===== src/rtl/dmem_banked.sv =====
// Word-organised data memory with byte-enabled writes, a REQ/READY handshake,
// a READ_LAT-deep read pipeline and a post-reset hardware clear of every word.
module dmem_banked #(
  parameter int DATA_WIDTH = 32,
  parameter int DEPTH      = 48,
  parameter int ADDR_WIDTH = 32,
  parameter int READ_LAT   = 1
) (
  input  logic                    CLK,
  input  logic                    RST_N,
  input  logic                    REQ,
  input  logic                    WE,
  input  logic [DATA_WIDTH/8-1:0] BE,
  input  logic [ADDR_WIDTH-1:0]   ADRS,
  input  logic [DATA_WIDTH-1:0]   WD,
  output logic                    READY,
  output logic                    RVALID,
  output logic [DATA_WIDTH-1:0]   RDATA,
  output logic                    ERR
);

  localparam int BYTES = DATA_WIDTH / 8;
  localparam int SHIFT = $clog2(BYTES);
  localparam int IDX_W = (DEPTH > 1) ? $clog2(DEPTH) : 1;

  typedef enum logic {CLEAR, RUN} state_t;

  state_t            state, state_nxt;
  logic [IDX_W-1:0]  clr_idx, clr_idx_nxt;
  logic              clr_we;

  logic [DATA_WIDTH-1:0] mem [DEPTH];

  logic [ADDR_WIDTH-1:0] word_addr;
  logic [IDX_W-1:0]      idx;
  logic                  misaligned, out_of_range, req_err;
  logic                  acc, rd_acc, wr_acc, wr_ok;
  logic [DATA_WIDTH-1:0] rd_word;

  logic [READ_LAT-1:0]   vld_p, rerr_p;
  logic [DATA_WIDTH-1:0] rdata_p [READ_LAT];
  logic                  werr_p0;

  always_ff @(posedge CLK or negedge RST_N) begin
    if (!RST_N) begin
      state   <= CLEAR;
      clr_idx <= '0;
    end else begin
      state   <= state_nxt;
      clr_idx <= clr_idx_nxt;
    end
  end

  // The clear walks every index once; the edge that zeroes the last word also enters RUN.
  always_comb begin
    state_nxt   = state;
    clr_idx_nxt = clr_idx;
    clr_we      = 1'b0;
    READY       = 1'b0;
    case (state)
      CLEAR: begin
        clr_we      = 1'b1;
        clr_idx_nxt = clr_idx + IDX_W'(1);
        if (clr_idx == IDX_W'(DEPTH - 1)) begin
          state_nxt   = RUN;
          clr_idx_nxt = '0;
        end
      end
      RUN:     READY = 1'b1;
      default: state_nxt = CLEAR;
    endcase
  end

  assign word_addr    = ADRS >> SHIFT;
  assign idx          = word_addr[IDX_W-1:0];
  assign misaligned   = (ADRS & ADDR_WIDTH'(BYTES - 1)) != '0;
  assign out_of_range = word_addr >= ADDR_WIDTH'(DEPTH);
  assign req_err      = misaligned | out_of_range;

  assign acc    = REQ & READY;
  assign rd_acc = acc & ~WE;
  assign wr_acc = acc & WE;
  assign wr_ok  = wr_acc & ~req_err;

  // Read-first: the word is sampled before this edge's write can land.
  assign rd_word = req_err ? '0 : mem[idx];

  always_ff @(posedge CLK) begin
    if (clr_we) begin
      mem[clr_idx] <= '0;
    end else if (wr_ok) begin
      for (int b = 0; b < BYTES; b++) begin
        if (BE[b]) mem[idx][8*b +: 8] <= WD[8*b +: 8];
      end
    end
  end

  // Stage p0 captures at acceptance; later stages only delay the result.
  always_ff @(posedge CLK or negedge RST_N) begin
    if (!RST_N) begin
      vld_p   <= '0;
      rerr_p  <= '0;
      werr_p0 <= 1'b0;
    end else begin
      vld_p[0]  <= rd_acc;
      rerr_p[0] <= rd_acc & req_err;
      for (int i = 1; i < READ_LAT; i++) begin
        vld_p[i]  <= vld_p[i-1];
        rerr_p[i] <= rerr_p[i-1];
      end
      werr_p0 <= wr_acc & req_err;
    end
  end

  always_ff @(posedge CLK) begin
    rdata_p[0] <= rd_word;
    for (int i = 1; i < READ_LAT; i++) begin
      rdata_p[i] <= rdata_p[i-1];
    end
  end

  // Data stages are unreset, so the output is forced to zero whenever no read completes.
  assign RVALID = vld_p[READ_LAT-1];
  assign RDATA  = RVALID ? rdata_p[READ_LAT-1] : '0;
  assign ERR    = (RVALID & rerr_p[READ_LAT-1]) | werr_p0;

endmodule


===== config.mk =====
export PLATFORM = sky130hd
export DESIGN_NAME = dmem_banked
export DESIGN_NICKNAME = d
export VERILOG_FILES = /design/src/rtl/dmem_banked.sv
export SDC_FILE = /design/constraint.sdc
export NUM_CORES = 1
export LEC_CHECK = 0
export CORE_UTILIZATION = 60
export DETAILED_ROUTE_END_ITERATION = 6
export PLACE_DENSITY_LB_ADDON = 0.1
export REMOVE_ABC_BUFFERS = 1
export SLEW_MARGIN = 20
export SYNTH_ARGS = -nofsm -noshare
export SYNTH_HDL_FRONTEND = slang
export SYNTH_SLANG_ARGS = --single-unit

===== constraint.sdc =====
create_clock -name CLK -period 4.45 [get_ports CLK]
set_clock_uncertainty 0.05 [all_clocks]
set_input_delay 0.445 -clock CLK [delete_from_list [all_inputs] [get_ports CLK]]
set_output_delay 0.445 -clock CLK [all_outputs]
set_load 0.02 [all_outputs]

==> results of run 1 <==
==> sequential cells by signal, indices dropped and copies added, names as in the netlist <==
| register | count |
|---|---|
| state | 1 |
| mem | 1536 |
| rerr_p | 1 |
| clr_idx | 6 |
| RVALID | 1 |
| rdata_p | 32 |
| werr_p0 | 1 |
==> kinds of logic after synthesis <==
| logic type | count (synthesis) |
|---|---|
| flops | 1578 |
| simple gates | 595 |
| mux | 587 |
| compound gates | 321 |
| buf+inv | 208 |
| xor+xnor | 1 |
| fa+ha+maj | 1 |
==> power groups by stage <==
| stage | sequential (mW) | combinational [mW] | clock [mW] |
|---|---|---|---|
| after floorplan | 16.4 | 0.318 | 0 |
| after global placement | 16.4 | 0.846 | 0 |
| after detailed placement | 16.4 | 0.858 | 0 |
| after CTS | 16.1 | 0.860 | 12.7 |
| after global routing | 16.0 | 0.897 | 13.3 |
| final | 16.1 | 0.870 | 12.6 |
==> tightest hold or removal path, cell delays in order <==
cell             delay [ns]
clkdlybuf4s50_1        0.44
nand2_1                0.10
nor2_1                 0.04
==> area by class of cell <==
class	instances	area, um2
multi-input cells	1505	14570
clock inverters	88	759.5
inverters	7	26.28
well taps	1368	1712
diodes	3	7.507
repair buffers	323	2826
fillers	6425	31340
clock buffers	191	4078
flip-flops and latches	1578	47020
==> cell usage in the layout (no fill, tap or decap), drive strengths merged, types with 4 or more instances in the layout <==
cell,n
edfxtp,1536
mux2i,357
mux4,226
buf,222
nor2,217
clkbuf,191
a22oi,178
clkdlybuf4s50,100
nor3,93
and2,67
clkinv,63
nand2,43
nand4,34
dfxtp,32
nor4,28
a211oi,26
a22o,23
o22ai,20
a21oi,19
and3,16
or3,16
o21ai,16
nand3,16
nor2b,15
inv,15
bufinv,12
nand2b,12
dfrtp,10
a2111oi,8
nor4bb,8
nand3b,7
o211ai,7
or3b,6
a21boi,6
nor4b,5
and4b,5
clkinvlp,5
mux2,4
o21bai,4
o41ai,4
==> how the worst min path moves through the flow <==
stage | start | end | slack [ns] | cells after the start
floorplan | RST_N | RVALID$_DFF_PN0_ | 0.1 | 0
global placement | state$_DFF_PN0_ | RVALID$_DFF_PN0_ | 0.63 | 2
detailed placement | state$_DFF_PN0_ | RVALID$_DFF_PN0_ | 0.64 | 2
CTS | REQ | RVALID$_DFF_PN0_ | 0.20 | 3
global route | REQ | RVALID$_DFF_PN0_ | 0.25 | 3
finish | REQ | RVALID$_DFF_PN0_ | 0.24 | 3
==> cell usage after synthesis, types with 20 or more instances <==
| library cell | number |
|---|---|
| nor3_1 | 92 |
| nand2_1 | 43 |
| nor4_1 | 23 |
| clkbuf_1 | 85 |
| and2_1 | 67 |
| mux4_2 | 226 |
| a22oi_1 | 178 |
| mux2i_1 | 355 |
| o22ai_1 | 20 |
| edfxtp_1 | 1536 |
| a211oi_1 | 25 |
| nor2_1 | 217 |
| nand4_1 | 34 |
| a22o_1 | 23 |
| buf_2 | 86 |
| dfxtp_1 | 32 |
==> routing by layer <==
metal  up-vias  track usage (%)  routed length (um)
met5         -           0.7870                 195
met2      2009            49.01               76970
met4        12            14.03                7701
met3       377            7.835               18210
li1      13970                -                   -
met1     17390            46.16               64270
==> what timing repair did <==
item / in CTS / in global routing
gates resized for setup: 0 / 0
hold buffers: 1 / 0
endpoints found under the hold margin: 10 / 0
==> per-stage QoR <==
stage	instance area, um2	power, mW	TNS [ns]	worst slack, ns	hold WS (ns)
3_3_place_gp	65990	17.22	-17.95	-0.3486	0.6301
2_1_floorplan	61280	16.68	-307.22	-0.5653	0.09941
4_1_cts	70910	29.62	0	0.7126	0.2046
3_5_place_dp	66070	17.23	0	0.2376	0.6411
5_1_grt	70990	30.22	0	0.6047	0.2494
6_report	70990	29.54	0	0.6203	0.2379
==> metrics.txt, run 1 <==
status=finished with violations; failing checks=DRC; Synth Instances=3,291; Top delay family on crit path=simple AND/OR/NAND/NOR gates; grt total ovfl=0; drc violations=1; CTS tree=yes; initial DRC count=roughly 4,500; gr usage total=32.64%; number of synthesized flops with an enable pin=~1,500; post-CTS repair timing setup buffer count=0; Startpoint Class=flip-flop; register area share after synthesis=around three quarters; synthesis-to-finish area growth=14.17%; first-pass GRT wire length=238,900 um; Switching Power=between 5 and 6 mW; via count=33,760; largest family of logic cells by synthesized area=multiplexers; XOR/XNOR share of the synthesized area=0.01409%; LEAKAGE=26.78 nW; Pwr per Cell Area=416.1 mW/mm2; WP depth=6; CP Capture Point=mem[31][10]$_DFFE_PP_; drt wl/cell=33.05 um; largest net degree at the start of global routing=roughly 100; # rows=~120; CP peak stage delay=around 0.9 ns; yosys warns=0; Rel. slew slack=26.30%; cts bufs inserted=about 160; Critical Path RT=4.88 ns; worst endpoint data arrival time=roughly 4.3 ns; Final Core Density=a little over two thirds; Unique masters post-synth=63; clock share of power=a little over two fifths; Worst R2R Start=state$_DFF_PN0_; VDD IR max=~440 uV; DP Wirelength=109,900 um; Slew @ Worst Pin=1.084 ns; Clock Sinks=1,578; cell taking the most area after synthesis=edfxtp_1; Hold Path Class=in2reg; Worst R2R Path Depth=6; Yosys reg bits=~1,600; Internal Power=23.59 mW; Worst Path Max Fanout=10; Die X=323.9 um; initial core utilization=60.77%; CTS clk-pin slew, worst paths=approximately 0.06 ns; initial antenna violation count=10; DRT antenna net count=0; Cell Chain, Critical Path=and3_1, nand4_1, or3_1, mux2i_2, buf_4, nor2_1; I/O Buffers=106; flop2flop setup slack=0.62 ns; Synth area leaders=edfxtp_1, mux4_2, mux2i_1; gpl congestion=0.9727; H-tree depth=4; Top-Level Pins=107; Logic pwr share=2.9%; WP buf/inv=1; CTS max path bufs=3; Die Ht=approximately 320 um; number of global-route vias before repair=approximately 34,000; compound-gate portion of the synthesized area=between 3 and 4%; Tmin final=3.830 ns; Setup crit start=state$_DFF_PN0_; final slew viol count=0; mux cell area share after synthesis=14.02%; Core ar.=0.1023 mm2; Crit-path slowest cell=mux2i_2; Post-Layout Cell Count=5,063; FMAX=approximately 0.26 GHz; CTS root buf=clkbuf_16; Setup violations, final=0; Vias/cell=approximately 6.7; layout cells sized above 1=20.02%; sequential power share=54.3%; drt first pass iters=7; Crit Path Category=reg2reg; max_cap viols=0; Final Hold Fails=0; Routed WL=167,400 um; Nets=~3,600; die area=0.1049 mm2; simple logic cell fraction of the synthesized area=5.022%; FF-to-FF End=mem[31][10]$_DFFE_PP_; Mapped Area=0.06218 mm2; RSZ-0062 raised after global routing=no; critical path endpoint category=flip-flop; Synth Area in Adders=less than 1%; cell count after placement=4,780; clk_lat worst skew=0.78 ns; Post-synth top flop=edfxtp_1; Yosys top cell area share=74.18%; fin crit share=between 80 and 90%; switching share of power=20.15%; Async SR Flop Fraction=less than 1%; syn avg cell area=18.89 um2
Note: power is estimated with default switching activity, not from simulation.
==> run 2: changes to the inputs <==
- CORE_UTILIZATION: 60 -> 40
- clock period: 4.45 -> 3.9 ns (I/O delays scaled with it)
==> run 2 against run 1 <==
Net effect:
- the flow still finishes with violations (DRC)
- maximum frequency rose by 8.9%
- clock power increased by 21%
- combinational power increased by 20%
- first-iteration DRC count is 26% lower
- non-clock buffer count is 78 higher
- die area increased by 50%
- sequential cell count stayed put
- design area up 3.3%
- global-route usage is 8.7 points lower
- cell count grew 15%
- power grew 17%
==> metrics.txt, run 2 (synthesis gave the netlist of run 1 again) <==
max reg flops=about 1,500; Pwr per Cell Area=471.9 mW/mm2; LEAKAGE=27.47 nW; Cell Chain, Critical Path=or3b_2, mux2_2, nor4_2, buf_4, o21bai_1, nor2_1; Nets=3,732; post-CTS repair timing setup buffer count=0; Critical Path RT=4.27 ns; Top-Level Pins=approximately 110; initial core utilization=about two fifths; WP buf/inv=1; Top reg by flops=mem; Final Hold Fails=0; Design Power=34.59 mW; Setup violations, final=0; gpl congestion=0.8980; I/O Buffers=106; DP Wirelength=128,500 um; Top Registers=mem: 1536 flops, rdata_p: 32 flops, clr_idx: 6 flops; most common cell after layout, fill and taps aside=edfxtp_1; CTS tree=yes; drt wl/cell=between 30 and 40 um; worst endpoint data arrival time=3.89 ns; final slew viol count=0; H-tree depth=4; drt first pass iters=7; drc violations=7; first-pass GRT wire length=262,600 um; Clock Sinks=1,578; fin crit share=90.18%; layout cells sized above 1=22.10%; VDD IR max=376.7 uV; via count=about 34,000; initial DRC count=between 3,000 and 4,000; Crit Path Category=reg2reg; CTS max path bufs=3; DRT antenna net count=0; max_cap viols=0; Tmin final=3.517 ns; gr usage total=23.92%; Placed Instance Area=slightly below 0.07 mm2; critical path endpoint category=flip-flop; post_cts resized=0; die area=0.1570 mm2; largest net degree at the start of global routing=roughly 70; CP peak stage delay=0.81 ns; RSZ-0062 raised after global routing=no; Die Ht=approximately 400 um; status=finished with violations; most frequent cells in the layout=edfxtp_1, mux2i_1, buf_4, mux4_2, nor2_1; FMAX=0.2843 GHz; final instance area=0.07331 mm2; number of global-route vias before repair=34,120; Rel. slew slack=between 20% and 30%; initial antenna violation count=5; # rows=144; Worst Path Max Fanout=13; Slew @ Worst Pin=about 1.2 ns; cts bufs inserted=166; Crit-path slowest cell=nor2_1; synthesis-to-finish area growth=17.89%; ANT cells=0; Hold Path Class=in2reg; Top delay family on crit path=simple AND/OR/NAND/NOR gates; clk_lat worst skew=0.82 ns; Core ar.=0.1542 mm2; Post-CTS Hold Buffers=1; CTS clk-pin slew, worst paths=0.06 ns; Startpoint Class=flip-flop; failing checks=DRC; Routed WL=187,400 um; Die X=between 300 and 400 um; grt total ovfl=0; CTS root buf=clkbuf_16; Vias/cell=5.749
==> run 2: metal layers <==
layer | share of wire (%) | GRT usage (%)
met4 | 2.8 | 7.474
met5 | 0.0069 | 0
met1 | 43 | 33.56
met2 | 47 | 37.55
met3 | 7.2 | 4.847
==> run 2: layout make-up <==
type | instances | area (um2)
sequential | 1578 | 47020
multi-input combinational | 1505 | 14530
fill | 12940 | 80920
timing repair buffer | 401 | 3891
clock inverter | 94 | 858.3
clock buffer | 211 | 4427
tap | 2044 | 2557
inverter | 7 | 26.28
==> run 2: metrics by stage <==
stage | utilization, % | cells | hold slack (ns) | setup TNS (ns) | worst slack (ns)
after floorplan | - | 3090 | 0.04441 | -1669.46 | -1.060
after global placement | 44.03 | 5531 | 0.6138 | -23.95 | -0.3581
after detailed placement | 44.08 | 5534 | 0.6290 | -7.693 | -0.1747
after CTS | 47.52 | 5840 | 0.1006 | 0 | 0.4296
after global routing | 47.53 | 5840 | 0.1581 | 0 | 0.2770
final | 47.53 | 5840 | 0.1601 | 0 | 0.3832
==> run 2: power breakdown <==
part | leakage [nW] | switching (mW) | internal [mW] | total [mW]
Combinational | 6.80 | 0.637 | 0.407 | 1.04
Sequential | 18.1 | 0.00879 | 18.3 | 18.3
Clock | 2.57 | 6.64 | 8.59 | 15.2
Total | 27.5 | 7.28 | 27.3 | 34.6
==> run 2: final timing paths <==
path / startpoint / to / slack, ns / depth (start not counted)
max reg2reg: clr_idx[5]$_DFFE_PN0N_ / mem[36][0]$_DFFE_PP_ / 0.38 / 6
max: clr_idx[5]$_DFFE_PN0N_ / mem[36][0]$_DFFE_PP_ / 0.38 / 6
min reg2reg: clr_idx[1]$_DFFE_PN0N_ / clr_idx[1]$_DFFE_PN0N_ / 0.64 / 2
min: REQ / RVALID$_DFF_PN0_ / 0.16 / 3
min in group asynchronous: RST_N / state$_DFF_PN0_ / 0.43 / 2
max in group asynchronous: RST_N / RVALID$_DFF_PN0_ / 2.93 / 2
==> run 2: worst min-delay path: cells and delay by family <==
| kind | cells | cell delay [ns] |
|---|---|---|
| buffers and inverters | 1 | 0.44 |
| and+or+nand+nor | 2 | 0.15 |
